--- src/rtl/ledctl_pwm.sv ---
// Memory-mapped LED controller: per-channel static drive or PWM, with a
// shared prescaler, glitch-free duty shadows and a saturating period counter.
module ledctl_pwm #(
    parameter logic [31:0] BASE_ADDR    = 32'h8000_0000,
    parameter int          NUM_LEDS     = 8,
    parameter int          PWM_BITS     = 8,
    parameter logic [15:0] PRESCALE_RST = 16'd0
) (
    input  logic                clk,
    input  logic                nrst,
    input  logic                mem_valid,
    input  logic [31:0]         mem_addr,
    input  logic [31:0]         mem_wdata,
    input  logic [3:0]          mem_wstrb,
    output logic                mem_ready,
    output logic [31:0]         mem_rdata,
    output logic [NUM_LEDS-1:0] leds
);

    localparam logic [PWM_BITS-1:0] PWM_ONE = 1;

    logic                hit, accept, wr_en, aligned, tick, wrap;
    logic [9:0]          word;
    logic [31:0]         reg_rd, wr_merged;

    logic                ready_q, ready_d, busy_q, busy_d;
    logic [31:0]         rdata_q, rdata_d;
    logic [NUM_LEDS-1:0] out_q, out_d, mode_q, mode_d, leds_q, leds_d;
    logic [15:0]         prescale_q, prescale_d, pre_cnt_q, pre_cnt_d;
    logic [31:0]         periods_q, periods_d;
    logic [PWM_BITS-1:0] pwm_cnt_q, pwm_cnt_d;
    logic [PWM_BITS-1:0] duty_q   [NUM_LEDS];
    logic [PWM_BITS-1:0] duty_d   [NUM_LEDS];
    logic [PWM_BITS-1:0] shadow_q [NUM_LEDS];
    logic [PWM_BITS-1:0] shadow_d [NUM_LEDS];

    // busy_q blocks re-acknowledging a request whose valid is simply held on.
    assign hit     = mem_valid && (mem_addr[31:12] == BASE_ADDR[31:12]);
    assign accept  = hit && !busy_q;
    assign wr_en   = accept && (mem_wstrb != 4'b0000);
    assign word    = mem_addr[11:2];
    assign aligned = (mem_addr[1:0] == 2'b00);

    assign tick = (pre_cnt_q >= prescale_q);
    assign wrap = tick && (pwm_cnt_q == '1);

    always_comb begin
        reg_rd = '0;
        if (aligned) begin
            case (word)
                10'd0:   reg_rd = 32'(out_q);
                10'd1:   reg_rd = 32'(mode_q);
                10'd2:   reg_rd = 32'(prescale_q);
                10'd3:   reg_rd = periods_q;
                default: reg_rd = '0;
            endcase
            for (int i = 0; i < NUM_LEDS; i++) begin
                if (word == 10'(64 + i)) reg_rd = 32'(duty_q[i]);
            end
        end
    end

    // Byte-lane merge onto the current readback keeps unwritten lanes intact.
    always_comb begin
        wr_merged = reg_rd;
        for (int b = 0; b < 4; b++) begin
            if (mem_wstrb[b]) wr_merged[8*b +: 8] = mem_wdata[8*b +: 8];
        end
    end

    always_comb begin
        out_d      = out_q;
        mode_d     = mode_q;
        prescale_d = prescale_q;
        duty_d     = duty_q;
        shadow_d   = shadow_q;
        periods_d  = periods_q;
        if (wrap) begin
            shadow_d = duty_q;
            if (periods_q != '1) periods_d = periods_q + 32'd1;
        end
        if (wr_en && aligned) begin
            case (word)
                10'd0:   out_d      = wr_merged[NUM_LEDS-1:0];
                10'd1:   mode_d     = wr_merged[NUM_LEDS-1:0];
                10'd2:   prescale_d = wr_merged[15:0];
                10'd3:   periods_d  = '0;
                default: ;
            endcase
            for (int i = 0; i < NUM_LEDS; i++) begin
                if (word == 10'(64 + i)) duty_d[i] = wr_merged[PWM_BITS-1:0];
            end
        end
    end

    always_comb begin
        pre_cnt_d = tick ? 16'd0 : pre_cnt_q + 16'd1;
        pwm_cnt_d = tick ? pwm_cnt_q + PWM_ONE : pwm_cnt_q;
        busy_d    = mem_valid ? (busy_q || accept) : 1'b0;
        ready_d   = accept;
        rdata_d   = (accept && mem_wstrb == 4'b0000) ? reg_rd : '0;
        for (int i = 0; i < NUM_LEDS; i++) begin
            leds_d[i] = mode_q[i] ? (pwm_cnt_q < shadow_q[i]) : out_q[i];
        end
    end

    always_ff @(posedge clk or negedge nrst) begin
        if (!nrst) begin
            ready_q    <= 1'b0;
            busy_q     <= 1'b0;
            rdata_q    <= '0;
            out_q      <= '0;
            mode_q     <= '0;
            leds_q     <= '0;
            prescale_q <= PRESCALE_RST;
            pre_cnt_q  <= '0;
            periods_q  <= '0;
            pwm_cnt_q  <= '0;
            for (int i = 0; i < NUM_LEDS; i++) begin
                duty_q[i]   <= '0;
                shadow_q[i] <= '0;
            end
        end else begin
            ready_q    <= ready_d;
            busy_q     <= busy_d;
            rdata_q    <= rdata_d;
            out_q      <= out_d;
            mode_q     <= mode_d;
            leds_q     <= leds_d;
            prescale_q <= prescale_d;
            pre_cnt_q  <= pre_cnt_d;
            periods_q  <= periods_d;
            pwm_cnt_q  <= pwm_cnt_d;
            duty_q     <= duty_d;
            shadow_q   <= shadow_d;
        end
    end

    assign mem_ready = ready_q;
    assign mem_rdata = rdata_q;
    assign leds      = leds_q;

endmodule

--- config.mk ---
export PLATFORM = sky130hd
export DESIGN_NAME = ledctl_pwm
export DESIGN_NICKNAME = d
export VERILOG_FILES = /design/src/rtl/ledctl_pwm.sv
export SDC_FILE = /design/constraint.sdc
export NUM_CORES = 1
export LEC_CHECK = 0
export BUFFER_PORTS_ARGS = -buffer_cell sky130_fd_sc_hd__buf_2
export CAP_MARGIN = 25
export CELL_PAD_IN_SITES_DETAIL_PLACEMENT = 0
export CELL_PAD_IN_SITES_GLOBAL_PLACEMENT = 1
export CORE_UTILIZATION = 38
export CTS_CLUSTER_DIAMETER = 200
export DETAILED_ROUTE_END_ITERATION = 12
export PLACE_DENSITY_LB_ADDON = 0.1
export SLEW_MARGIN = 10
export SYNTH_ARGS = -nofsm -noshare
export SYNTH_HDL_FRONTEND = slang
export SYNTH_SLANG_ARGS = --single-unit
--- constraint.sdc ---
create_clock -name clk -period 7.7 [get_ports clk]
set_input_delay 1.155 -clock clk [delete_from_list [all_inputs] [get_ports clk]]
set_output_delay 1.155 -clock clk [all_outputs]
set_load 0.02 [all_outputs]
==> impl_metrics.tcl, run 1 <==
set metrics [dict create \
    status "finished, violations left" \
    violations "design-rule violations" \
    cts_hold_buf 0 \
    fin_tns_setup_ns 0 \
    critPathKind "register to register" \
    dieWidth_um 193 \
    synth_fa_ha_area_share_pct 6.78 \
    dp_cells 1836 \
    die-area_sq_mm 0.0372 \
    die_height_um 193 \
    routedLengthMet1_um 19900 \
    yosys.area.top_type "dfrtp_1" \
    synth_warnings 0 \
    fmax_ghz 0.248 \
    power.density_mw_per_mm2 183 \
    yosysSeqAreaShare_pct 46.7 \
    n_antenna_cell 0 \
    drtAntennaViolNets 0 \
    antenna_found_initial 0 \
    fp.coreArea_sq_mm 0.0357 \
    multiInputGateArea_sq_mm 0.00664 \
    finalCritPeriodShare_pct 52.3 \
    final_layout_size_suffix_gt1_share_pct 19.4 \
    rsz0062_at_grt "no" \
    clk_pin_slew_worst_paths_ns 0.06 \
    nets 1555 \
    drt-initial-drc-count 541 \
    synth_edf_count 0 \
    pwr-share-seq_pct 47.7 \
    synthesis.instances 1329 \
    totalWireLength_um 39000 \
    tritoncts "done" \
    synth-simple-area-share_pct 15.6 \
    cts-resized-gates 0 \
    synth_most_common_cell "dfrtp_1" \
    cts.sinks 258 \
    grt_max_degree 138 \
    finalSetupViolCount 0 \
    cp-start-kind "register" \
    hold_violations 0 \
    arrival_ns 4.48 \
    rows 69 \
    slew_violations 0 \
    finalClockSkew_ns 0.0124 \
    clockPowerShare_pct 48.6 \
    path_max_fanout 57 \
    synthToLayoutAreaGrowth_pct 12.6 \
    avgSynthCellArea_sq_um 10.4 \
    grt_pass1_vias 9796 \
    ioPinCount 112 \
    syn_nets 1475 \
    sw_frac_of_total_pct 22.6 \
    grt_overflow_total 0 \
    fillers 3472 \
    synthMuxAreaShare_pct 12.2 \
    placed_area_sq_mm 0.0146 \
    hp-class "register to register" \
    critPathCaptureType "register" \
    routedWlPerCell_um 20.6 \
    required_ns 8.15 \
    yosys.cell_types.count 68 \
    grt_pass1_wl_um 60400 \
    yosys_most_used_dff "dfrtp_1" \
    cts_buffers 31 \
    worst_pin_slew_ns 1.03 \
    register_area_sq_mm 0.00646 \
    netlist.area_leader.share_pct 46.7 \
    yosys_register_bits 258 \
    ir_worst_vdd_mv 0.163 \
    htreeDepth 1 \
    synthTopCellsByCount "258 x dfrtp_1, 116 x nand2_1, 104 x o21ai_0" \
    cts_root_buf "clkbuf_16" \
    maxCapViolCount 0 \
    dr_wl_met3_um 1530 \
    max_slew_margin_pct 31.3 \
    fin_area_sq_mm 0.0156 \
    stdcell_count 1889 \
    syn_area_sq_mm 0.0138 \
    p_switching_uw 643 \
    synth-async-reset-ratio_pct 100 \
    routed_via_density 5.39 \
    dpl.hpwl_um 26700 \
    synth_xor_area_share_pct 1.14 \
    highest_layer "met4" \
    synthTopCellsByArea "dfrtp_1 47%, ha_1 6.8%, mux2_4 6.0%" \
    p_leak_nw 7.20 \
    synth_top_family_by_area "simple AND/OR/NAND/NOR gates" \
    place_congestion 0.830 \
    post_cts.repair.setup_buffers 0 \
    combPwrFrac_pct 3.8 \
    via_count 10181 \
    dr.pass1.iters 9 \
    initial_core_util_pct 38.7 \
    clock_latency_ns 0.56 \
    synth_compound_area_share_pct 12.2 \
    drc 4 \
    p_int_mw 2.20 \
    grtUsageTotal_pct 21.5 \
    route.met2.wl_um 16800 \
    fin_crit_ns 4.03 \
    portBuffers 95 \
    clock_path_buffers 3 \
]
-- per-layer routing --
metal,vias up,GRT usage [%]
met4,0,5.18
met1,5008,32.7
met2,202,32.1
met3,54,2.71
li1,4917,-
met5,-,0
-- path summary, 6_finish.rpt --
check / slack, ns / start / cells past startpoint / endpoint
worst max-delay path: 3.67 / prescale_q[11]$_DFFE_PN0P_ / 10 / shadow_q[7]$_DFFE_PN0N_
worst min-delay path: 0.48 / duty_q[9]$_DFFE_PN0P_ / 2 / duty_q[9]$_DFFE_PN0P_
worst max register to register: 3.67 / prescale_q[11]$_DFFE_PN0P_ / 10 / shadow_q[7]$_DFFE_PN0N_
worst min register to register: 0.48 / duty_q[9]$_DFFE_PN0P_ / 2 / duty_q[9]$_DFFE_PN0P_
max in group asynchronous: 5.75 / nrst / 2 / shadow_q[18]$_DFFE_PN0N_
min in group asynchronous: 0.66 / nrst / 1 / leds[2]$_DFF_PN0_
-- per-stage QoR --
stage | power [mW] | worst slack, ns | utilization, % | hold slack [ns]
global placement | 1.49 | 2.96 | 40.8 | 0.461
global route | 2.94 | 3.45 | 43.6 | 0.504
finish | 2.84 | 3.67 | 43.6 | 0.475
floorplan | 1.42 | 4.77 | - | 0.450
detailed placement | 1.49 | 3.15 | 40.9 | 0.472
CTS | 2.89 | 3.65 | 43.6 | 0.485
-- power groups by stage --
stage,Clock (mW),Sequential [mW],Combinational [mW]
global placement,0,1.38,0.110
global route,1.47,1.36,0.120
CTS,1.42,1.36,0.110
finish,1.38,1.36,0.107
detailed placement,0,1.38,0.110
floorplan,0,1.38,0.0429
-- flip-flops by register name, indices dropped and copies added (netlist names) --
register    cells
duty_q         64
mode_q          8
periods_q      32
mem_rdata      32
pwm_cnt_q       8
out_q           8
shadow_q       64
busy_q          1
pre_cnt_q      16
mem_ready       1
leds            8
prescale_q     16
-- layout make-up --
class,instances,area share [%]
flip-flops and latches,258,41.4
repair buffers,111,4.05
clock buffers,49,5.99
multi-input cells,919,42.6
inverters,88,2.12
well taps,461,3.70
clock inverters,3,0.0964
-- critical path: stages (launching register included) --
cell and delay (ns):
dfrtp_1 0.38, inv_1 0.07, ha_1 0.32, a21oi_1 0.15, o21ai_0 0.10, a221oi_1 0.44
o211a_1 0.22, buf_4 0.45, or3_4 0.42, buf_4 0.83, mux2_2 0.42
-- cell usage in the layout, fill, tap and decap left out, types with 27 or more instances in the layout --
cell type  count
nand2_1      116
dfrtp_1      258
nand3_1       51
clkbuf_16     31
ha_1          75
mux2_4        55
a21oi_1       69
buf_2         95
or4_1         27
o21ai_0      104
mux2_2        37
inv_1         87
nor2_1        80
-- cell families (layout without fill, tap and decap cells) --
kind of cell               count (synthesis)  after routing
buffers and inverters                    152            251
muxes                                    124            124
and+or+nand+nor                          421            421
AOI/OAI and AO/OA                        281            281
xor gates and xnor gates                  18             18
adders and majority gates                 75             75
DFF                                      258            258
Note: power is estimated with default switching activity, not from simulation.
==> inputs of run 2 (changes only) <==
==> constraint.sdc (replaced) <==
create_clock -name clk -period 3.6 [get_ports clk]
set_input_delay 0.54 -clock clk [delete_from_list [all_inputs] [get_ports clk]]
set_output_delay 0.54 -clock clk [all_outputs]
set_load 0.02 [all_outputs]
==> run 2 against run 1 <==
Net effect:
- critical path type unchanged
- final cell count is 1.7% higher
- clock power is 140% higher
- count of clock-buffer cells in the layout is 6 lower
- the flow finishes with violations (design-rule violations, negative hold slack)
- total power is 130% higher
- worst hold slack worse by 0.48 ns
- largest power group unchanged
- sequential power is 110% higher
- clock skew is 0.0012 ns higher
==> impl_metrics.tcl, run 2 (synthesis results as in run 1) <==
set metrics [dict create \
    status "finished, violations left" \
    violations "design-rule violations, negative hold slack" \
    r2r-start "prescale_q[11]$_DFFE_PN0P_" \
    critPathLaunch "prescale_q[11]$_DFFE_PN0P_" \
    crit_chain "inv_1 > ha_1 > a21oi_1 > o21ai_0 > a221oi_1 > o211a_1 > or3_4 > buf_12 > mux2_2" \
    initial_core_util_pct 38.7 \
    ir_worst_vdd_mv 0.371 \
    finalClockSkew_ns 0.0136 \
    routedWlPerCell_um 20.5 \
    grt_overflow_total 0 \
    rsz0062_at_grt "no" \
    dieWidth_um 193 \
    critPathKind "register to register" \
    r2r_end "shadow_q[15]$_DFFE_PN0N_" \
    grt_pass1_vias 10151 \
    via_count 10268 \
    p_leak_nw 7.43 \
    cts_buffers 31 \
    totalWireLength_um 39500 \
    fmax_ghz 0.339 \
    portBuffers 95 \
    clock_latency_ns 0.57 \
    htreeDepth 1 \
    maxCapViolCount 0 \
    reg2reg_depth 9 \
    critPathCaptureType "register" \
    die-area_sq_mm 0.0372 \
    hp-class "input port to async pin" \
    power.density_mw_per_mm2 402 \
    cpPeakStageDelay_ns 0.45 \
    post_cts.repair.setup_buffers 0 \
    dr.pass1.iters 9 \
    cts_root_buf "clkbuf_16" \
    layout_common_cells "258 x dfrtp_1, 116 x nand2_1, 104 x o21ai_0" \
    required_ns 4.05 \
    cp.depth 9 \
    place_congestion 0.868 \
    final_layout_size_suffix_gt1_share_pct 21.4 \
    synthToLayoutAreaGrowth_pct 15.6 \
    hold_violations 1 \
    drc 8 \
    whs_ns -0.00227 \
    tritoncts "done" \
    routed_via_density 5.34 \
    fp.coreArea_sq_mm 0.0357 \
    critPathCapture "shadow_q[15]$_DFFE_PN0N_" \
    total_power_mw 6.42 \
    clock_path_buffers 3 \
    clk_pin_slew_worst_paths_ns 0.06 \
    cp_num_buf_inv 2 \
    max_slew_margin_pct 42.7 \
    drtAntennaViolNets 0 \
    finalCritPeriodShare_pct 81.8 \
    drt-initial-drc-count 750 \
    reg_top3 "duty_q x64, shadow_q x64" \
    critPathSlowestCell "a221oi_1" \
    reg2reg_slack_ns 0.65 \
    antenna_found_initial 0 \
    cts-resized-gates 0 \
    grtUsageTotal_pct 22.1 \
    finalSetupViolCount 0 \
    cp-start-kind "register" \
    arrival_ns 3.39 \
    slew_violations 0 \
    grt_pass1_wl_um 61900 \
    cts_hold_buf 0 \
    nets 1587 \
    grt_max_degree 92 \
    worst_pin_slew_ns 0.856 \
    fin_crit_ns 2.95 \
    fin_tns_setup_ns 0 \
    cts.sinks 258 \
    layout_commonest_cell "dfrtp_1" \
    die_height_um 193 \
    ioPinCount 112 \
    dpl.hpwl_um 27800 \
    path_max_fanout 64 \
    crit_family "compound AO/OA/AOI/OAI gates" \
    rows 69 \
]
[run 2: worst min-delay path by stage]
stage	from	endpoint	slack, ns	depth (start not counted)
floorplan	nrst	busy_q$_DFF_PN0_	0.24	0
global placement	duty_q[58]$_DFFE_PN0P_	duty_q[58]$_DFFE_PN0P_	0.46	2
detailed placement	duty_q[9]$_DFFE_PN0P_	duty_q[9]$_DFFE_PN0P_	0.47	2
CTS	nrst	leds[2]$_DFF_PN0_	0.04	1
global route	nrst	leds[2]$_DFF_PN0_	0.07	1
finish	nrst	leds[2]$_DFF_PN0_	-0.002	1
[run 2: layer usage]
metal  share of wire [%]  global-route usage (%)  vias up  wire [um]
met5                   0                       0        -          0
met4                 2.4                    5.51        0        947
met3                 3.9                    2.66       48       1520
met2                  43                    33.4      221      17000
met1                  51                    33.2     5025      20000
li1                    -                       -     4974          -
[run 2: cell type report]
cell class	count	area, sq um
Sequential cell	258	6460
Antenna cell	1	2.50
Inverter	88	330
Timing Repair Buffer	143	933
Tap cell	461	577
Clock inverter	9	170
Clock buffer	43	881
Fill cell	3476	19800
Multi-Input combinational cell	919	6640
[run 2: metrics by stage]
| step | setup slack [ns] | area (sq um) | util (%) | cells | hold slack (ns) |
|---|---|---|---|---|---|
| after floorplan | 1.20 | 13800 | - | 1329 | 0.244 |
| after global placement | 0.649 | 14900 | 41.8 | 1869 | 0.461 |
| after detailed placement | 0.645 | 14900 | 41.8 | 1869 | 0.471 |
| after CTS | 0.642 | 16000 | 44.7 | 1921 | 0.0438 |
| after global routing | 0.450 | 16000 | 44.7 | 1921 | 0.0651 |
| final | 0.654 | 16000 | 44.7 | 1922 | -0.00227 |
[run 2: where the power goes]
part / internal (mW) / switching [mW] / total (mW)
combinational: 0.0782 / 0.172 / 0.250
clock: 2.04 / 1.23 / 3.27
sequential: 2.90 / 0.0000606 / 2.90
==> inputs of run 3 (changes only) <==
--- a/config.mk
+++ b/config.mk
@@ -5,6 +5,7 @@
 export SDC_FILE = /design/constraint.sdc
 export NUM_CORES = 1
 export LEC_CHECK = 0
+export ABC_AREA = 1
 export BUFFER_PORTS_ARGS = -buffer_cell sky130_fd_sc_hd__buf_2
 export CAP_MARGIN = 25
 export CELL_PAD_IN_SITES_DETAIL_PLACEMENT = 0
==> constraint.sdc (replaced) <==
create_clock -name clk -period 3.05 [get_ports clk]
set_input_delay 0.4575 -clock clk [delete_from_list [all_inputs] [get_ports clk]]
set_output_delay 0.4575 -clock clk [all_outputs]
set_load 0.02 [all_outputs]
==> run 3 against run 2 <==
Net effect:
- the flow now finishes without violations
- total power up 19%
- sequential power is 18% higher
- flip-flop and latch count stayed put
- setup slack worse by 0.28 ns
- via count rose by 17%
- routed wire length increased by 13%
- clock skew up 0.0014 ns
- utilization is 1.3 points higher
- worst hold slack gained 0.22 ns
- die area decreased by 0.81%
- synthesized cell count grew 31%
- critical endpoint is now shadow_q[4]$_DFFE_PN0N_
==> impl_metrics.tcl, run 3 <==
set metrics [dict create \
    critPathCaptureType "register" \
    place_congestion 0.873 \
    maxCapViolCount 0 \
    reg2reg_depth 11 \
    n_antenna_cell 0 \
    grtUsageTotal_pct 25.1 \
    hp-class "input port to register" \
    yosys.area.top_type "dfrtp_1" \
    yosys_most_used_dff "dfrtp_1" \
    finalCritPeriodShare_pct 87.9 \
    drtAntennaViolNets 0 \
    synthToLayoutAreaGrowth_pct 19.3 \
    synthesis.instances 1743 \
    highest_layer "met4" \
    cp.depth 11 \
    layout_commonest_cell "nand2_1" \
    antenna_found_initial 1 \
    cts.sinks 258 \
    synthTopCellsByArea "dfrtp_1 47%, nand2_1 14%, ha_1 6.8%" \
    via_count 12025 \
    grt_max_degree 92 \
    synthTopCellsByCount "501 x nand2_1, 258 x dfrtp_1, 214 x inv_1" \
    r2r_end "shadow_q[4]$_DFFE_PN0N_" \
    syn_nets 1889 \
    portBuffers 95 \
    crit_chain "inv_1 > ha_1 > a21oi_1 > o21ai_0 > nand2_1 > o211ai_1 > nand2_1 > nand3_1 > nand2_2 > buf_4 > o21ai_0" \
    routedLengthMet1_um 19300 \
    slew_violations 0 \
    dieWidth_um 192 \
    critPathKind "register to register" \
    cts_hold_buf 1 \
    final_layout_size_suffix_gt1_share_pct 12.9 \
    dr.pass1.iters 5 \
    finalSetupViolCount 0 \
    path_max_fanout 63 \
    tritoncts "done" \
    status "complete, no violations" \
    power.density_mw_per_mm2 467 \
    finalClockSkew_ns 0.0150 \
    cpPeakStageDelay_ns 0.55 \
    ioPinCount 112 \
    critPathSlowestCell "buf_4" \
    htreeDepth 2 \
    crit_family "simple AND/OR/NAND/NOR gates" \
    fin_tns_setup_ns 0 \
    required_ns 3.41 \
    cts_root_buf "clkbuf_16" \
    synth_warnings 0 \
    max_slew_margin_pct 49.1 \
    post_cts.repair.setup_buffers 0 \
    routedWlPerCell_um 18.7 \
    reg2reg_slack_ns 0.37 \
    fin_crit_ns 2.68 \
    nets 2046 \
    fp.coreArea_sq_mm 0.0356 \
    synth-async-reset-ratio_pct 100 \
    netlist.area_leader.share_pct 47.0 \
    initial_core_util_pct 38.6 \
    fmax_ghz 0.373 \
    rsz0062_at_grt "no" \
    drc 0 \
    die-area_sq_mm 0.0369 \
    critPathLaunch "prescale_q[1]$_DFFE_PN0P_" \
    grt_pass1_vias 11975 \
    die_height_um 192 \
    rows 69 \
    cp-start-kind "register" \
    totalWireLength_um 44500 \
    syn_area_sq_mm 0.0137 \
    final_util_pct 46.0 \
    yosys.cell_types.count 44 \
    clk_pin_slew_worst_paths_ns 0.05 \
    cts-resized-gates 0 \
    synth_most_common_cell "nand2_1" \
    grt_pass1_wl_um 69200 \
    p_leak_nw 8.34 \
    hold_violations 0 \
    fin_ws_ns 0.370 \
    r2r-start "prescale_q[1]$_DFFE_PN0P_" \
    reg_top3 "duty_q x64, shadow_q x64" \
    cts_buffers 34 \
    cp_num_buf_inv 2 \
    arrival_ns 3.04 \
    dr_wl_met3_um 2180 \
    critPathCapture "shadow_q[4]$_DFFE_PN0N_" \
    ir_worst_vdd_mv 0.476 \
    place_ws_ns 0.208 \
    layout_common_cells "500 x nand2_1, 258 x dfrtp_1, 214 x inv_1" \
    route.met2.wl_um 21700 \
    synth_edf_count 0 \
    worst_pin_slew_ns 0.764 \
    avgSynthCellArea_sq_um 7.87 \
    grt_overflow_total 0 \
    yosys_register_bits 258 \
    dpl.hpwl_um 32000 \
    yosysSeqAreaShare_pct 47.0 \
    clock_path_buffers 3 \
    drt-initial-drc-count 735 \
    routed_via_density 5.05 \
    clock_latency_ns 0.52 \
]
==> run 3: stage by stage <==
step	power, mW	area [sq um]	cells	hold slack (ns)
floorplan	3.56	13700	1743	0.162
global placement	3.78	15300	2324	0.322
detailed placement	3.78	15300	2324	0.322
CTS	7.75	16400	2380	0.193
global route	7.89	16400	2380	0.228
finish	7.65	16400	2380	0.215
==> run 3: cell type report <==
cell class	instances	area (sq um)
fill	3664	19200
sequential	258	6460
clock buffer	51	1040
clock inverter	4	51.3
multi-input combinational	1219	6240
timing repair buffer	167	1190
inverter	220	826
tap	461	577
==> run 3: per-layer routing <==
| layer | GRT usage [%] | up-vias |
|---|---|---|
| li1 | - | 5988 |
| met1 | 32.0 | 5694 |
| met2 | 43.3 | 270 |
| met3 | 3.60 | 73 |
| met4 | 8.36 | 0 |
| met5 | 0 | - |
==> run 3: cell families (layout without fill, tap and decap cells) <==
logic type                 after synthesis  in the layout  share of synthesized area (%)
DFF                                    258            258                           47.0
adders and majority gates               75             75                           6.84
xor gates and xnor gates                26             26                           1.66
buffers and inverters                  266            442                           7.53
AOI/OAI and AO/OA                      237            237                           9.77
and+or+nand+nor                        881            881                           27.2
==> run 3: worst min-delay path by stage <==
stage / cells past startpoint / to / slack [ns] / start
4_1_cts: 3 / prescale_q[13]$_DFFE_PN0P_ / 0.19 / mem_wdata[13]
3_5_place_dp: 1 / mem_rdata[24]$_DFF_PN0_ / 0.32 / nrst
6_report: 3 / prescale_q[13]$_DFFE_PN0P_ / 0.21 / mem_wdata[13]
5_1_grt: 3 / busy_q$_DFF_PN0_ / 0.23 / mem_valid
2_1_floorplan: 0 / busy_q$_DFF_PN0_ / 0.16 / nrst
3_3_place_gp: 1 / mem_rdata[21]$_DFF_PN0_ / 0.32 / nrst
==> run 3: worst min-delay path: cells and delay by family <==
kind,cells,cell delay (ns)
compound gates,2,0.14
buf+inv,1,0.09
==> run 3: power breakdown <==
part           switching, mW  internal [mW]
Combinational          0.210         0.0817
Clock                   1.51           2.42
Sequential      0.0000000386           3.42
